[src/rtl/parallel_csi_rx.sv]
// parallel_csi_rx: parallel CSI receiver, single pixel-clock domain.
// Define CSI_RX_CHECKSUM_EN to add the per-frame pixel checksum.
module parallel_csi_rx #(
  parameter int FRAME_WIDTH  = 1024,
  parameter int FRAME_HEIGHT = 512
) (
  input  logic        csi_pclk,
  input  logic        rst_n,
  input  logic        csi_hsync,
  input  logic        csi_vsync,
  input  logic [7:0]  csi_data,
  output logic [7:0]  pix_data,
  output logic        pix_valid,
  output logic        pix_sol,
  output logic        pix_eol,
  output logic        pix_sof,
  output logic        frame_done,
  output logic        err_line_len,
  output logic        err_frame_height,
  output logic [15:0] line_cnt,
  output logic [15:0] frame_cnt,
  output logic [15:0] frame_checksum
);

  localparam logic [15:0] W16 = 16'(FRAME_WIDTH);
  localparam logic [15:0] H16 = 16'(FRAME_HEIGHT);
  localparam logic [15:0] WLAST = W16 - 16'd1;

  typedef enum logic [1:0] {
    ST_IDLE,
    ST_WAIT_VS,
    ST_FRAME
  } state_e;

  function automatic logic [15:0] sat_inc(
    input logic [15:0] v
  );
    return (v == 16'hFFFF) ? v : v + 16'd1;
  endfunction

  state_e      state_q, state_d;

  logic        s1_vld_q;
  logic        hs1_q, vs1_q;
  logic [7:0]  d1_q;
  logic        hs2_q, vs2_q;
  logic [7:0]  d2_q;

  logic [15:0] px_cnt_q, px_cnt_d;
  logic [15:0] line_cnt_q, line_cnt_d;
  logic        in_line_q, in_line_d;
  logic        sof_arm_q, sof_arm_d;
  logic        line_bad_q, line_bad_d;
  logic        frame_end_q, frame_end_d;

  logic [7:0]  pix_data_q, pix_data_d;
  logic        pix_valid_q, pix_valid_d;
  logic        pix_sol_q, pix_sol_d;
  logic        pix_eol_q, pix_eol_d;
  logic        pix_sof_q, pix_sof_d;
  logic        frame_done_q, frame_done_d;
  logic        err_line_len_q, err_line_len_d;
  logic        err_fh_q, err_fh_d;
  logic [15:0] frame_cnt_q, frame_cnt_d;

  logic        vs_rise, vs_fall;
  logic        frame_start, frame_stop;
  logic        px, last, in_w, vld, line_end;
  logic [15:0] cur_idx, len;

  // S1/S2 input pipeline; s1_vld marks that S1 holds a real pin sample
  always_ff @(posedge csi_pclk or negedge rst_n) begin
    if (!rst_n) begin
      s1_vld_q <= 1'b0;
      hs1_q    <= 1'b0;
      vs1_q    <= 1'b0;
      d1_q     <= 8'd0;
      hs2_q    <= 1'b0;
      vs2_q    <= 1'b0;
      d2_q     <= 8'd0;
    end else begin
      s1_vld_q <= 1'b1;
      hs1_q    <= csi_hsync;
      vs1_q    <= csi_vsync;
      d1_q     <= csi_data;
      hs2_q    <= hs1_q;
      vs2_q    <= vs1_q;
      d2_q     <= d1_q;
    end
  end

  assign vs_rise = vs1_q & ~vs2_q;
  assign vs_fall = ~vs1_q & vs2_q;

  // FSM state register
  always_ff @(posedge csi_pclk or negedge rst_n) begin
    if (!rst_n) state_q <= ST_IDLE;
    else        state_q <= state_d;
  end

  // FSM next state; a frame open at reset release is skipped
  always_comb begin
    state_d     = state_q;
    frame_start = 1'b0;
    frame_stop  = 1'b0;
    unique case (state_q)
      ST_IDLE: begin
        if (s1_vld_q && !vs1_q) state_d = ST_WAIT_VS;
      end
      ST_WAIT_VS: begin
        if (vs_rise) begin
          state_d     = ST_FRAME;
          frame_start = 1'b1;
        end
      end
      ST_FRAME: begin
        if (vs_fall) begin
          state_d    = ST_WAIT_VS;
          frame_stop = 1'b1;
        end
      end
      default: state_d = ST_IDLE;
    endcase
  end

  // pixel qualification with S1 as lookahead for line end
  always_comb begin
    px       = (state_q == ST_FRAME) & hs2_q;
    last     = ~hs1_q | ~vs1_q;
    cur_idx  = in_line_q ? px_cnt_q : 16'd0;
    len      = sat_inc(cur_idx);
    in_w     = cur_idx < W16;
    vld      = px & in_w;
    line_end = px & last;
  end

  // next-state for line/frame bookkeeping and pixel outputs
  always_comb begin
    px_cnt_d       = px_cnt_q;
    line_cnt_d     = line_cnt_q;
    in_line_d      = in_line_q;
    sof_arm_d      = sof_arm_q;
    line_bad_d     = line_end & (len != W16);
    frame_end_d    = frame_stop;
    pix_valid_d    = vld;
    pix_data_d     = vld ? d2_q : pix_data_q;
    pix_sol_d      = vld & ~in_line_q;
    pix_eol_d      = vld & (last | (cur_idx == WLAST));
    pix_sof_d      = vld & sof_arm_q;
    err_line_len_d = line_bad_q;
    frame_done_d   = frame_end_q;
    err_fh_d       = frame_end_q & (line_cnt_q != H16);
    frame_cnt_d    = frame_end_q ? frame_cnt_q + 16'd1
                                 : frame_cnt_q;
    if (frame_start) begin
      px_cnt_d   = 16'd0;
      line_cnt_d = 16'd0;
      in_line_d  = 1'b0;
      sof_arm_d  = 1'b1;
    end else begin
      if (px) begin
        px_cnt_d  = len;
        in_line_d = ~last;
      end
      if (vld) sof_arm_d = 1'b0;
      if (line_end) line_cnt_d = sat_inc(line_cnt_q);
    end
  end

  // bookkeeping and output registers
  always_ff @(posedge csi_pclk or negedge rst_n) begin
    if (!rst_n) begin
      px_cnt_q       <= 16'd0;
      line_cnt_q     <= 16'd0;
      in_line_q      <= 1'b0;
      sof_arm_q      <= 1'b0;
      line_bad_q     <= 1'b0;
      frame_end_q    <= 1'b0;
      pix_data_q     <= 8'd0;
      pix_valid_q    <= 1'b0;
      pix_sol_q      <= 1'b0;
      pix_eol_q      <= 1'b0;
      pix_sof_q      <= 1'b0;
      frame_done_q   <= 1'b0;
      err_line_len_q <= 1'b0;
      err_fh_q       <= 1'b0;
      frame_cnt_q    <= 16'd0;
    end else begin
      px_cnt_q       <= px_cnt_d;
      line_cnt_q     <= line_cnt_d;
      in_line_q      <= in_line_d;
      sof_arm_q      <= sof_arm_d;
      line_bad_q     <= line_bad_d;
      frame_end_q    <= frame_end_d;
      pix_data_q     <= pix_data_d;
      pix_valid_q    <= pix_valid_d;
      pix_sol_q      <= pix_sol_d;
      pix_eol_q      <= pix_eol_d;
      pix_sof_q      <= pix_sof_d;
      frame_done_q   <= frame_done_d;
      err_line_len_q <= err_line_len_d;
      err_fh_q       <= err_fh_d;
      frame_cnt_q    <= frame_cnt_d;
    end
  end

`ifdef CSI_RX_CHECKSUM_EN
  logic [15:0] acc_q, acc_d;
  logic [15:0] csum_q, csum_d;

  // running sum of emitted pixels, published at frame end
  always_comb begin
    acc_d  = acc_q;
    csum_d = csum_q;
    if (frame_start) begin
      acc_d  = 16'd0;
      csum_d = 16'd0;
    end else begin
      if (vld) acc_d = acc_q + {8'd0, d2_q};
      if (frame_end_q) csum_d = acc_q;
    end
  end

  // checksum registers
  always_ff @(posedge csi_pclk or negedge rst_n) begin
    if (!rst_n) begin
      acc_q  <= 16'd0;
      csum_q <= 16'd0;
    end else begin
      acc_q  <= acc_d;
      csum_q <= csum_d;
    end
  end

  assign frame_checksum = csum_q;
`else
  assign frame_checksum = 16'd0;
`endif

  assign pix_data         = pix_data_q;
  assign pix_valid        = pix_valid_q;
  assign pix_sol          = pix_sol_q;
  assign pix_eol          = pix_eol_q;
  assign pix_sof          = pix_sof_q;
  assign frame_done       = frame_done_q;
  assign err_line_len     = err_line_len_q;
  assign err_frame_height = err_fh_q;
  assign line_cnt         = line_cnt_q;
  assign frame_cnt        = frame_cnt_q;

endmodule

[config.mk]
export PLATFORM = sky130hd
export DESIGN_NAME = parallel_csi_rx
export DESIGN_NICKNAME = d
export VERILOG_FILES = /design/src/rtl/parallel_csi_rx.sv
export SDC_FILE = /design/constraint.sdc
export NUM_CORES = 1
export LEC_CHECK = 0
export ABC_AREA = 1
export ABC_CLOCK_PERIOD_IN_PS = 5000
export CORE_MARGIN = 2
export CORE_UTILIZATION = 57
export DETAILED_ROUTE_END_ITERATION = 8
export PLACE_DENSITY = 0.85
export SLEW_MARGIN = 10
export SYNTH_ARGS = -nofsm -noshare
export SYNTH_HDL_FRONTEND = slang
export SYNTH_SLANG_ARGS = --single-unit
[constraint.sdc]
create_clock -name csi_pclk -period 5 [get_ports csi_pclk]
set_input_delay 1 -clock csi_pclk [delete_from_list [all_inputs] [get_ports csi_pclk]]
set_output_delay 1 -clock csi_pclk [all_outputs]
set_load 0.03 [all_outputs]
# == Word-level counts from Yosys, hierarchy flattened ==
# Index checks and enable logic that the tools add are counted.
# word_totals
ff_bits,90
latchBits,0
mem_bits_rw,0
romBits,0
word_cells,82
n_memories,0
# classes
n_addsub,3
n_mul,0
div_mod_pow,0
order_cmp,1
eq_ne,11
n_shift,0
mux,19
n_bitwise,17
reduce_logical,8
# op_table
operator,count
$mux W16,7
$add A16 B1 Y16 const B,3
$eq A16 B16 Y1 const B,2
$eq A16 B10 Y1 const B,1
$lt A16 B11 Y1 const B,1
$ne A16 B10 Y1 const B,1
$ne A16 B11 Y1 const B,1
$and A1 B1 Y1,10
$mux W1,8
$ne A2 B2 Y1 const B,4
$mux W2,3
$pmux W2 S3,1
$reduce_bool A2 Y1,3
$not A1 Y1,5
$reduce_and A3 Y1,1
$eq A2 B1 Y1 const B,1
$eq A2 B2 Y1 const B,1
$logic_not A2 Y1,1
$or A1 B1 Y1,2
$reduce_and A2 Y1,1
$logic_and A1 B1 Y1,1
$logic_not A1 Y1,1

# == Logic depth before layout (Yosys ltp) ==
# Gate-level depths: netlist of run 1.
# logic_depth
word_depth,6
mapped_depth,18

# == Least setup slack after synthesis of run 1 ==
# Ideal clock, no wire load.
# synth_path
path_kind,register -> register
from,reg in_line_q
to,"reg line_bad_q, in the netlist err_line_len_d"
setup_ps,113
t_arrival_ps,1995
required_ps,4887
setup_slack_ps,2892
path_stages_with_launch,18
path_buffers,2
path_cell_list,dfrtp_1 > buf_4 > buf_2 > nand2_1 > inv_1 > ha_1 > nand2_1 > nor2_4 > nand2_2 > nor2_1 > nand2_1 > nand3_1 > nor2_1 > nand2_1 > nor2_1 > nand3_1 > nand2_1 > inv_1
# synth_between
elab_chain_len,5
word_cells_on_any_way,6
# synth_lines
item,line,text
from (decl),51,"logic in_line_q, in_line_d;"
from (signal assigned),191,in_line_q <= in_line_d;
$mux W16 *,130,cur_idx = in_line_q ? px_cnt_q : 16'd0;
$add A16 B1 Y16 or $eq A16 B16 Y1 (tied branches),38,return (v == 16'hFFFF) ? v : v + 16'd1;
$mux W16 *,38,
$ne A16 B11 Y1 *,143,line_bad_d = line_end & (len != W16);
$and A1 B1 Y1 *,143,
via line_bad_d,53,"logic line_bad_q, line_bad_d;"
to (signal assigned),193,line_bad_q <= line_bad_d;
to (decl),53,
# The timed path passes the listed nets; every way through them passes the cells marked *.
# A chain may end at the register's enable or synchronous reset.

# == Worst setup path after layout of run 1 ==
# layout_path
from,reg state_q[0]
to,"reg pix_data_q[4], in the netlist pix_data[4]"
# layout_between
elab_chain_len,3
# layout_lines
item,line,text
from (decl),41,"state_e state_q, state_d;"
from (signal assigned),98,else state_q <= state_d;
$eq A2 B2 Y1,128,px = (state_q == ST_FRAME) & hs2_q;
$and A1 B1 Y1,128,
$and A1 B1 Y1,133,vld = px & in_w;
to (signal assigned),195,pix_data_q <= pix_data_d;
to (decl),56,"logic [7:0] pix_data_q, pix_data_d;"
# Every way passes these cells.

==> results of run 1 <==
-- routing by layer --
metal	share of wire (%)	up-vias	routed length, um
met3	5.3	17	510
met4	1.9	0	184
met2	49	125	4730
li1	-	1765	-
met1	43	1734	4140
met5	0	-	0
-- power by group through the flow --
stage          logic (W)  clock network, W  registers (W)
2_1_floorplan   0.000207                 0       0.000995
3_3_place_gp    0.000444                 0       0.000913
3_5_place_dp    0.000457                 0       0.000918
4_1_cts         0.000459          0.000494       0.000904
5_1_grt         0.000495          0.000525       0.000918
6_report        0.000454          0.000491       0.000905
-- state kept, by name, indices dropped and copies added (netlist names), 2 cells and up --
| register | count |
|---|---|
| px_cnt_q | 16 |
| frame_cnt | 16 |
| d1_q | 8 |
| d2_q | 8 |
| state_q | 2 |
| line_cnt | 16 |
| pix_data | 8 |
-- logic make-up after synthesis --
group,after synthesis
flip-flops,90
AND/OR/NAND/NOR,268
adder cells (fa/ha/maj),4
other,2
buffers and inverters,88
AO/OA/AOI/OAI,48
XOR/XNOR,26
-- per-stage QoR --
step	instances	util (%)	total power, W	cell area [sq um]	hold WS, ns
final	692	68.5	0.00185	5210	0.354
after global routing	692	68.5	0.00194	5210	0.361
after CTS	692	68.5	0.00186	5210	0.355
after detailed placement	676	66.0	0.00138	5020	0.335
after global placement	676	66.0	0.00136	5020	0.332
after floorplan	541	-	0.00120	4490	0.331
-- worst max-delay path, cell delays in order, from the launching register on --
cell     delay (ns)
dfrtp_1        0.42
nor2_1         0.19
nand2_1        0.52
nor3_1         1.10
inv_1          0.44
nand2_1        0.16
nand2_1        0.07
-- layout make-up --
cell class / instances / share of cell area, %
timing repair buffer: 59 / 11.2
clock buffer: 11 / 2.90
tap: 102 / 2.45
multi-input combinational: 363 / 34.9
sequential: 90 / 43.2
clock inverter: 5 / 0.816
inverter: 62 / 4.46
-- path summary, 6_finish.rpt --
check,from,to,slack [ns],cells past startpoint
worst min-delay path,d1_q[7]$_DFF_PN0_,d2_q[7]$_DFF_PN0_,0.35,0
min in group asynchronous,rst_n,frame_cnt[15]$_DFFE_PN0P_,0.59,1
max in group asynchronous,rst_n,px_cnt_q[4]$_DFFE_PN0P_,3.38,2
worst min register to register,d1_q[7]$_DFF_PN0_,d2_q[7]$_DFF_PN0_,0.35,0
worst max register to register,state_q[0]$_DFFE_PN0P_,pix_data[4]$_DFFE_PN0P_,2.00,6
worst max-delay path,state_q[0]$_DFFE_PN0P_,pix_data[4]$_DFFE_PN0P_,2.00,6
-- synthesized netlist by cell type, types with 2 or more instances --
| cell | number |
|---|---|
| buf_2 | 3 |
| xnor2_1 | 7 |
| xor2_1 | 19 |
| nor4_1 | 2 |
| nand4_1 | 14 |
| nor2_2 | 4 |
| conb_1 | 2 |
| o21ai_0 | 23 |
| o31ai_1 | 7 |
| nor3_1 | 7 |
| nand3_1 | 56 |
| inv_1 | 60 |
| nand2_1 | 126 |
| clkbuf_1 | 4 |
| buf_6 | 2 |
| dfrtp_1 | 90 |
| a21oi_1 | 5 |
| ha_1 | 4 |
| o22ai_1 | 3 |
| nor2_4 | 4 |
| a31oi_1 | 2 |
| buf_4 | 17 |
| nand2_2 | 3 |
| nor2_1 | 49 |
==> summary.txt, run 1 <==
outcome: completed
Fin. Hold Viols: 0
Die Span X: 92.2 um
Synth Cell Area: 4430 sq um
Req. time, crit path: 5.25 ns
grt ovf: 0
actual slew at the worst max-slew pin: 1.16 ns
ant diodes: 0
final setup fails: 0
Iteration-0 DRC Markers: 334
RSZ-0062 raised after global routing: no
layout cells sized above 1: 6.27%
Tot GR Track Use: 24.0%
Area Growth Syn to Fin: 17.7%
Clk pwr share: 26.5%
GR Util met2: 39.7%
largest family of logic cells by synthesized area: simple AND/OR/NAND/NOR gates
area of the multi-input gates: 1820 sq um
Critical Path AT: 3.25 ns
Max-Cap Viols: 0
Synth Area in Adders: 1.13%
asr flop ratio synth: 100%
GRT met1 Usage: 32.0%
clock buffer depth: 2
Post-CTS Hold Buffers: 0
die height: 92.2 um
Initial DRT Pass Iterations: 5
WL final: 9570 um
PortBufs: 58
mux share of post-synthesis cell area: 0%
Final Skew: 0.0174 ns
critical path class: reg -> reg
Syn. warnings: 0
maximum VDD drop: 0.269 mV
vias in the first global route: 3,542
Post-Place Setup Slack: 1.97 ns
initial antenna violation count: 0
total CTS buffers: 9
Resized cells post-CTS: 0
fillers: 607
Final Cycle Share: 60.0%
Worst setup SP type: flop
pin count of the biggest net entering global routing: 51
first-pass GRT wire length: 16,300 um
static leakage: 2.51 nW
RD Place Congestion: 1.01
Psw: 0.000659 W
TNS Setup: 0 ns
Synth Area in Compound Gates: 6.53%
Setup Fix Bufs, Post-CTS: 0
Cell Rows: 32
Final Slew Violations: 0
CTS sink cnt: 90
setup ws final: 2.00 ns
instance count of the mapped netlist: 526
post-DP HPWL: 7010 um
simple-gate share of the synthesized area: 26.9%
Achievable Freq: 334 MHz
GR Layer Usage met3: 4.03%
most common cell after layout, fill and taps aside: nand2_1
#FFs+latches synth: 90
CTS tree: built
Hold Crit Class: reg -> reg
FF/Latch Area: 2250 sq um
wire per inst: 13.8 um
register area share after synthesis: 50.8%
CTS H-tree depth: 3
most frequent cells in the layout: nand2_1, dfrtp_1, inv_1, clkdlybuf4s50_1, nand3_1
Clock Latency Late Sink: 0.37 ns
root buf cell: clkbuf_8
Core Area: 7610 sq um
clock-pin slew on the worst setup and hold paths: 0.09 ns
Routed Antenna Nets: 0
Area contributors post-synth: dfrtp_1, nand2_1, nand3_1, inv_1, nor2_1
Synth area leader: dfrtp_1
Cell Int Power: 0.00119 W
Flop pwr share: 48.9%
Vias: 3,641
slew margin rel.: 22.3%
ys flop type: dfrtp_1
die footprint: 8490 sq um
drt via density: 5.26
Initial Utilization: 58.2%
Yosys cell types: 37
post-route minimum period: 3.00 ns
worst-path maximum fanout: 25
Final nets: 601
sw frac: 35.6%
Comb pwr share: 24.6%
PD cells: 355 nW/um^2
most crowded layer after global routing: met2
Syn Area/Cell: 8.42 sq um
EDFF count, synth: 0
post-synth top area share: 50.8%
# IOs: 75
Post-Synth XOR/XNOR Area: 5.14%
Residual DRC: 0
Critical Path Sink Type: flop
No activity file was read; power rests on OpenSTA's default activity.
==> run 2: changes to the inputs <==
--- a/config.mk
+++ b/config.mk
@@ -6,11 +6,11 @@
 export NUM_CORES = 1
 export LEC_CHECK = 0
 export ABC_AREA = 1
-export ABC_CLOCK_PERIOD_IN_PS = 5000
+export ABC_CLOCK_PERIOD_IN_PS = 2410
 export CORE_MARGIN = 2
-export CORE_UTILIZATION = 57
+export CORE_UTILIZATION = 48
 export DETAILED_ROUTE_END_ITERATION = 8
-export PLACE_DENSITY = 0.85
+export PLACE_DENSITY = 0.76
 export SLEW_MARGIN = 10
 export SYNTH_ARGS = -nofsm -noshare
 export SYNTH_HDL_FRONTEND = slang
==> constraint.sdc (replaced) <==
create_clock -name csi_pclk -period 2.41 [get_ports csi_pclk]
set_input_delay 0.482 -clock csi_pclk [delete_from_list [all_inputs] [get_ports csi_pclk]]
set_output_delay 0.482 -clock csi_pclk [all_outputs]
set_load 0.03 [all_outputs]
==> run 2 against run 1 <==
  * Final cell count is 2.6% higher
  * First-iteration DRC count down 18%
  * Clock power is 120% higher
  * Sequential power is 100% higher
  * Core utilization shrank 10 points
  * Largest cell class unchanged
  * Largest power group unchanged
==> summary.txt, run 2 (synthesized netlist as in run 1, its figures left out) <==
setup ws final: 0.239 ns (-1.76 ns)
Vias: 3,783 (+3.9%)
Req. time, crit path: 2.68 ns (-2.57 ns)
Fin. Hold Viols: 0 (unchanged)
final setup fails: 0 (unchanged)
static leakage: 2.55 nW (+1.6%)
most frequent cell on the critical path: nand2_1
PortBufs: 58 (unchanged)
PD cells: 743 nW/um^2 (+110%)
maximum VDD drop: 0.590 mV (+120%)
grt ovf: 0 (unchanged)
Iteration-0 DRC Markers: 275 (-18%)
Final Cycle Share: 90.1% (+30 points)
clock buffer depth: 2 (unchanged)
most common cell after layout, fill and taps aside: nand2_1
CP peak stage delay: 0.44 ns (-0.66 ns)
ant diodes: 0 (unchanged)
worst-path maximum fanout: 9 (-64%)
Final nets: 610 (+1.5%)
reg2reg path depth: 11 (+5)
drt via density: 5.33 (+1.3%)
Resized cells post-CTS: 0 (unchanged)
RR Startpoint: line_cnt[0]$_DFFE_PN0P_
most frequent cells in the layout: nand2_1, dfrtp_1, inv_1, clkdlybuf4s50_1, nand3_1
Initial DRT Pass Iterations: 5 (unchanged)
CP delay by family, top: simple AND/OR/NAND/NOR gates
Setup Fix Bufs, Post-CTS: 0 (unchanged)
first-pass GRT wire length: 16,700 um (+2.2%)
most crowded layer after global routing: met2
Die Span X: 100 um (+8.6%)
Routed Antenna Nets: 0 (unchanged)
Cell Rows: 35 (+9.4%)
GRT met1 Usage: 28.8% (-3.1 points)
vias in the first global route: 3,655 (+3.2%)
CTS sink cnt: 90 (unchanged)
worst path cell trace: ha_1, nand3_2, nor2_1, nand2_1, nor2_2, nand2_1, o21ai_2, nand2_2, inv_2, nand2_1, o31ai_1
GR Util met2: 32.7% (-7.0 points)
Area Growth Syn to Fin: 19.9%
reg-to-reg endpoint: line_cnt[14]$_DFFE_PN0P_
Critical Path Sink Type: flop
TNS Setup: 0 ns (unchanged)
Hold Crit Class: in -> async
Achievable Freq: 461 MHz (+38%)
layout cells sized above 1: 7.51% (+1.2 points)
Final Skew: 0.0184 ns (+0.00102 ns)
Post-CTS Hold Buffers: 0 (unchanged)
CP Buf/Inv Count: 1 (unchanged)
CTS tree: built
critical path class: reg -> reg
CTS H-tree depth: 3 (unchanged)
outcome: completed
Post-Place Setup Slack: 0.276 ns (-1.70 ns)
CP max-delay cell: dfrtp_1
fillers: 814 (+34%)
root buf cell: clkbuf_8
clock-pin slew on the worst setup and hold paths: 0.10 ns (about the same)
Initial Utilization: 48.6% (-9.6 points)
GR Layer Usage met3: 4.32% (+0.29 points)
die footprint: 10,000 sq um (+18%)
Core Area: 9110 sq um (+20%)
RD Place Congestion: 0.976 (-3.1%)
wire per inst: 13.7 um (-1.1%)
Max-Cap Viols: 0 (unchanged)
initial antenna violation count: 0 (unchanged)
post-DP HPWL: 7070 um (+0.77%)
Residual DRC: 0 (unchanged)
Power Total: 0.00394 W (+110%)
Final Slew Violations: 0 (unchanged)
total CTS buffers: 9 (unchanged)
# IOs: 75 (unchanged)
WL final: 9720 um (+1.5%)
Worst setup SP type: flop
RSZ-0062 raised after global routing: no
die height: 100 um (+8.6%)
Critical Path AT: 2.44 ns (-0.81 ns)
post-route minimum period: 2.17 ns (-0.827 ns)
pin count of the biggest net entering global routing: 47 (-7.8%)
R2R Setup Slk: 0.24 ns (-1.76 ns)
Tot GR Track Use: 20.6% (-3.4 points)
Clock Latency Late Sink: 0.36 ns (about the same)
[run 2: worst max path at each step]
stage | from | end | slack [ns] | cells after the start
2_1_floorplan | in_line_q$_DFFE_PN0P_ | err_line_len_d$_DFF_PN0_ | 0.30 | 17
5_1_grt | line_cnt[0]$_DFFE_PN0P_ | line_cnt[10]$_DFFE_PN0P_ | 0.01 | 11
3_3_place_gp | line_cnt[0]$_DFFE_PN0P_ | line_cnt[12]$_DFFE_PN0P_ | 0.32 | 10
6_report | line_cnt[0]$_DFFE_PN0P_ | line_cnt[14]$_DFFE_PN0P_ | 0.24 | 11
3_5_place_dp | line_cnt[0]$_DFFE_PN0P_ | line_cnt[10]$_DFFE_PN0P_ | 0.28 | 11
4_1_cts | line_cnt[0]$_DFFE_PN0P_ | line_cnt[14]$_DFFE_PN0P_ | 0.24 | 11
[run 2: metrics by stage]
stage | utilization (%) | cell area [sq um] | hold WS (ns) | instances
CTS | 58.3 | 5310 | 0.0363 | 710
floorplan | - | 4490 | 0.186 | 541
detailed placement | 56.1 | 5110 | 0.336 | 694
global route | 58.3 | 5310 | 0.0405 | 710
global placement | 56.1 | 5110 | 0.332 | 694
finish | 58.3 | 5310 | 0.0287 | 710
[run 2: power by group]
part | switching [W] | leakage, nW | internal, W
Clock | 0.000577 | 0.0950 | 0.000493
Sequential | 0.000138 | 1.18 | 0.00169
Combinational | 0.000678 | 1.28 | 0.000372
[run 2: area by class of cell]
type / instances / area (sq um) / share of cell area [%]
Clock buffer: 10 / 128 / 2.40
Clock inverter: 6 / 73.8 / 1.39
Inverter: 62 / 233 / 4.38
Multi-Input combinational cell: 363 / 1820 / 34.3
Sequential cell: 90 / 2250 / 42.4
Tap cell: 111 / 139 / 2.61
Timing Repair Buffer: 68 / 666 / 12.5
[run 2: per-layer routing]
metal | part of all wire [%] | wire length, um | up-vias
met3 | 6.8 | 656 | 20
met2 | 48 | 4630 | 161
met1 | 44 | 4310 | 1814
li1 | - | - | 1788
met5 | 0 | 0 | -
met4 | 1.3 | 122 | 0
==> run 3: changes to the inputs <==
--- a/config.mk
+++ b/config.mk
@@ -11,6 +11,7 @@
 export CORE_UTILIZATION = 48
 export DETAILED_ROUTE_END_ITERATION = 8
 export PLACE_DENSITY = 0.76
+export SETUP_SLACK_MARGIN = 0.15
 export SLEW_MARGIN = 10
 export SYNTH_ARGS = -nofsm -noshare
 export SYNTH_HDL_FRONTEND = slang
==> run 3 against run 2 <==
  * Critical path depth shrank 10
  * Final area grew 0.26%
  * Sequential share of layout area shrank 0.086 points
  * Maximum frequency grew 5.3%
  * Setup slack gained 0.11 ns
  * Core utilization grew 0.15 points
  * Sequential power is essentially flat
  * Clock power is essentially flat
  * Routed wire length grew 1.0%
  * Count of clock-buffer cells in the layout is the same
  * Register-to-register slack gained 0.11 ns
  * Global-route usage is the same
==> summary.txt, run 3 (synthesized netlist as in run 1, its figures left out) <==
outcome: completed
pin count of the biggest net entering global routing: 47 (unchanged)
Critical Path AT: 1.58 ns (-0.86 ns)
die height: 100 um (unchanged)
Die Span X: 100 um (unchanged)
Hold Crit Class: in -> async
CP delay by family, top: buffers and inverters
total CTS buffers: 9 (unchanged)
Final Skew: 0.0190 ns (+0.000640 ns)
most common cell after layout, fill and taps aside: nand2_1
R2R Setup Slk: 0.35 ns (+0.11 ns)
CP peak stage delay: 0.72 ns (+0.28 ns)
TNS Setup: 0 ns (unchanged)
critical path class: reg -> out
Routed Antenna Nets: 0 (unchanged)
first-pass GRT wire length: 16,700 um (unchanged)
Final Cycle Share: 85.5% (-4.5 points)
CP Buf/Inv Count: 1 (unchanged)
worst-path maximum fanout: 7 (-2)
vias in the first global route: 3,655 (unchanged)
Final Slew Violations: 0 (unchanged)
fin cells: 710 (unchanged)
Cell Rows: 35 (unchanged)
root buf cell: clkbuf_8
die footprint: 10,000 sq um (unchanged)
Fin. Hold Viols: 0 (unchanged)
PD cells: 742 nW/um^2 (about the same)
CP Depth: 1 (-10)
# IOs: 75 (unchanged)
Initial Utilization: 48.6% (unchanged)
Req. time, crit path: 1.93 ns (-0.75 ns)
CTS tree: built
post-route cell area: 5330 sq um (+0.26%)
clock buffer depth: 2 (unchanged)
Vias: 3,764 (-0.50%)
PortBufs: 58 (unchanged)
Max-Cap Viols: 0 (unchanged)
post-DP HPWL: 7070 um (unchanged)
reg-to-reg endpoint: err_line_len_d$_DFF_PN0_
layout cells sized above 1: 7.85% (+0.33 points)
static leakage: 2.56 nW (about the same)
final setup fails: 0 (unchanged)
Critical Path Sink Type: output pin
Core Area: 9110 sq um (unchanged)
post-place instance area: 5110 sq um (unchanged)
maximum VDD drop: 0.588 mV (-0.33%)
Initial DRT Pass Iterations: 5 (unchanged)
Iteration-0 DRC Markers: 279 (+1.5%)
RSZ-0062 raised after global routing: no
Area Growth Syn to Fin: 20.2%
CP max-delay cell: clkdlybuf4s50_1
CP endpoint: line_cnt[13]
placed cell count: 694 (unchanged)
Clock Latency Late Sink: 0.36 ns (about the same)
crit path from: line_cnt[13]$_DFFE_PN0P_
most frequent cells in the layout: nand2_1, dfrtp_1, inv_1, clkdlybuf4s50_1, nand3_1
ant diodes: 0 (unchanged)
Worst setup SP type: flop
drt via density: 5.30 (-0.50%)
grt ovf: 0 (unchanged)
Tot GR Track Use: 20.6% (unchanged)
RR Startpoint: in_line_q$_DFFE_PN0P_
CTS H-tree depth: 3 (unchanged)
wire per inst: 13.8 um (+1.0%)
Residual DRC: 0 (unchanged)
post-route minimum period: 2.06 ns (-0.109 ns)
clock-pin slew on the worst setup and hold paths: 0.10 ns (about the same)
Final nets: 610 (unchanged)
RD Place Congestion: 0.976 (unchanged)
worst path cell trace: clkdlybuf4s50_1
Achievable Freq: 485 MHz (+5.3%)
reg2reg path depth: 14 (+3)
initial antenna violation count: 0 (unchanged)
fillers: 815 (+0.12%)
CTS sink cnt: 90 (unchanged)
WL final: 9820 um (+1.0%)
run 3: cell counts in the layout (fill, tap and decap cells not counted):
No cell type changed its count.
run 3: per-layer routing:
layer / wire, um / global-route usage [%] / vias up
li1: - / - / 1794
met1: 4400 / 28.8 / 1839
met2: 4770 / 32.7 / 123
met3: 559 / 4.32 / 8
met4: 87 / 6.11 / 0
met5: 0 / 0 / -
run 3: what timing repair did:
item,in CTS,in global routing
hold buffers,0,0
gates resized for setup,0,4
buffers inserted,0,0
setup endpoints to repair,0,9
run 3: worst min path at each step:
stage                               to  slack, ns
2_1_floorplan        d1_q[0]$_DFF_PN0_       0.19
3_3_place_gp         d2_q[1]$_DFF_PN0_       0.33
3_5_place_dp         d2_q[2]$_DFF_PN0_       0.34
4_1_cts        px_cnt_q[2]$_DFFE_PN0P_       0.04
5_1_grt        px_cnt_q[5]$_DFFE_PN0P_       0.04
6_report             d2_q[3]$_DFF_PN0_       0.03
run 3: metrics by stage:
stage / total power (W) / hold slack [ns] / util [%] / setup WS (ns)
global placement: 0.00287 / 0.332 / 56.1 / 0.321
floorplan: 0.00249 / 0.186 / - / 0.302
detailed placement: 0.00290 / 0.336 / 56.1 / 0.276
global route: 0.00415 / 0.0405 / 58.5 / 0.148
CTS: 0.00396 / 0.0363 / 58.3 / 0.243
finish: 0.00395 / 0.0316 / 58.5 / 0.348
run 3: layout make-up:
| class | instances | area, sq um | share of cell area, % |
|---|---|---|---|
| clock buffers | 10 | 128 | 2.40 |
| repair buffers | 68 | 666 | 12.5 |
| clock inverters | 6 | 73.8 | 1.39 |
| flip-flops and latches | 90 | 2250 | 42.3 |
| multi-input cells | 363 | 1830 | 34.4 |
| well taps | 111 | 139 | 2.61 |
| inverters | 62 | 235 | 4.42 |
run 3: where the power goes:
part / switching, W / internal, W
registers: 0.000138 / 0.00169
logic: 0.000681 / 0.000374
clock network: 0.000577 / 0.000493
total: 0.00140 / 0.00256
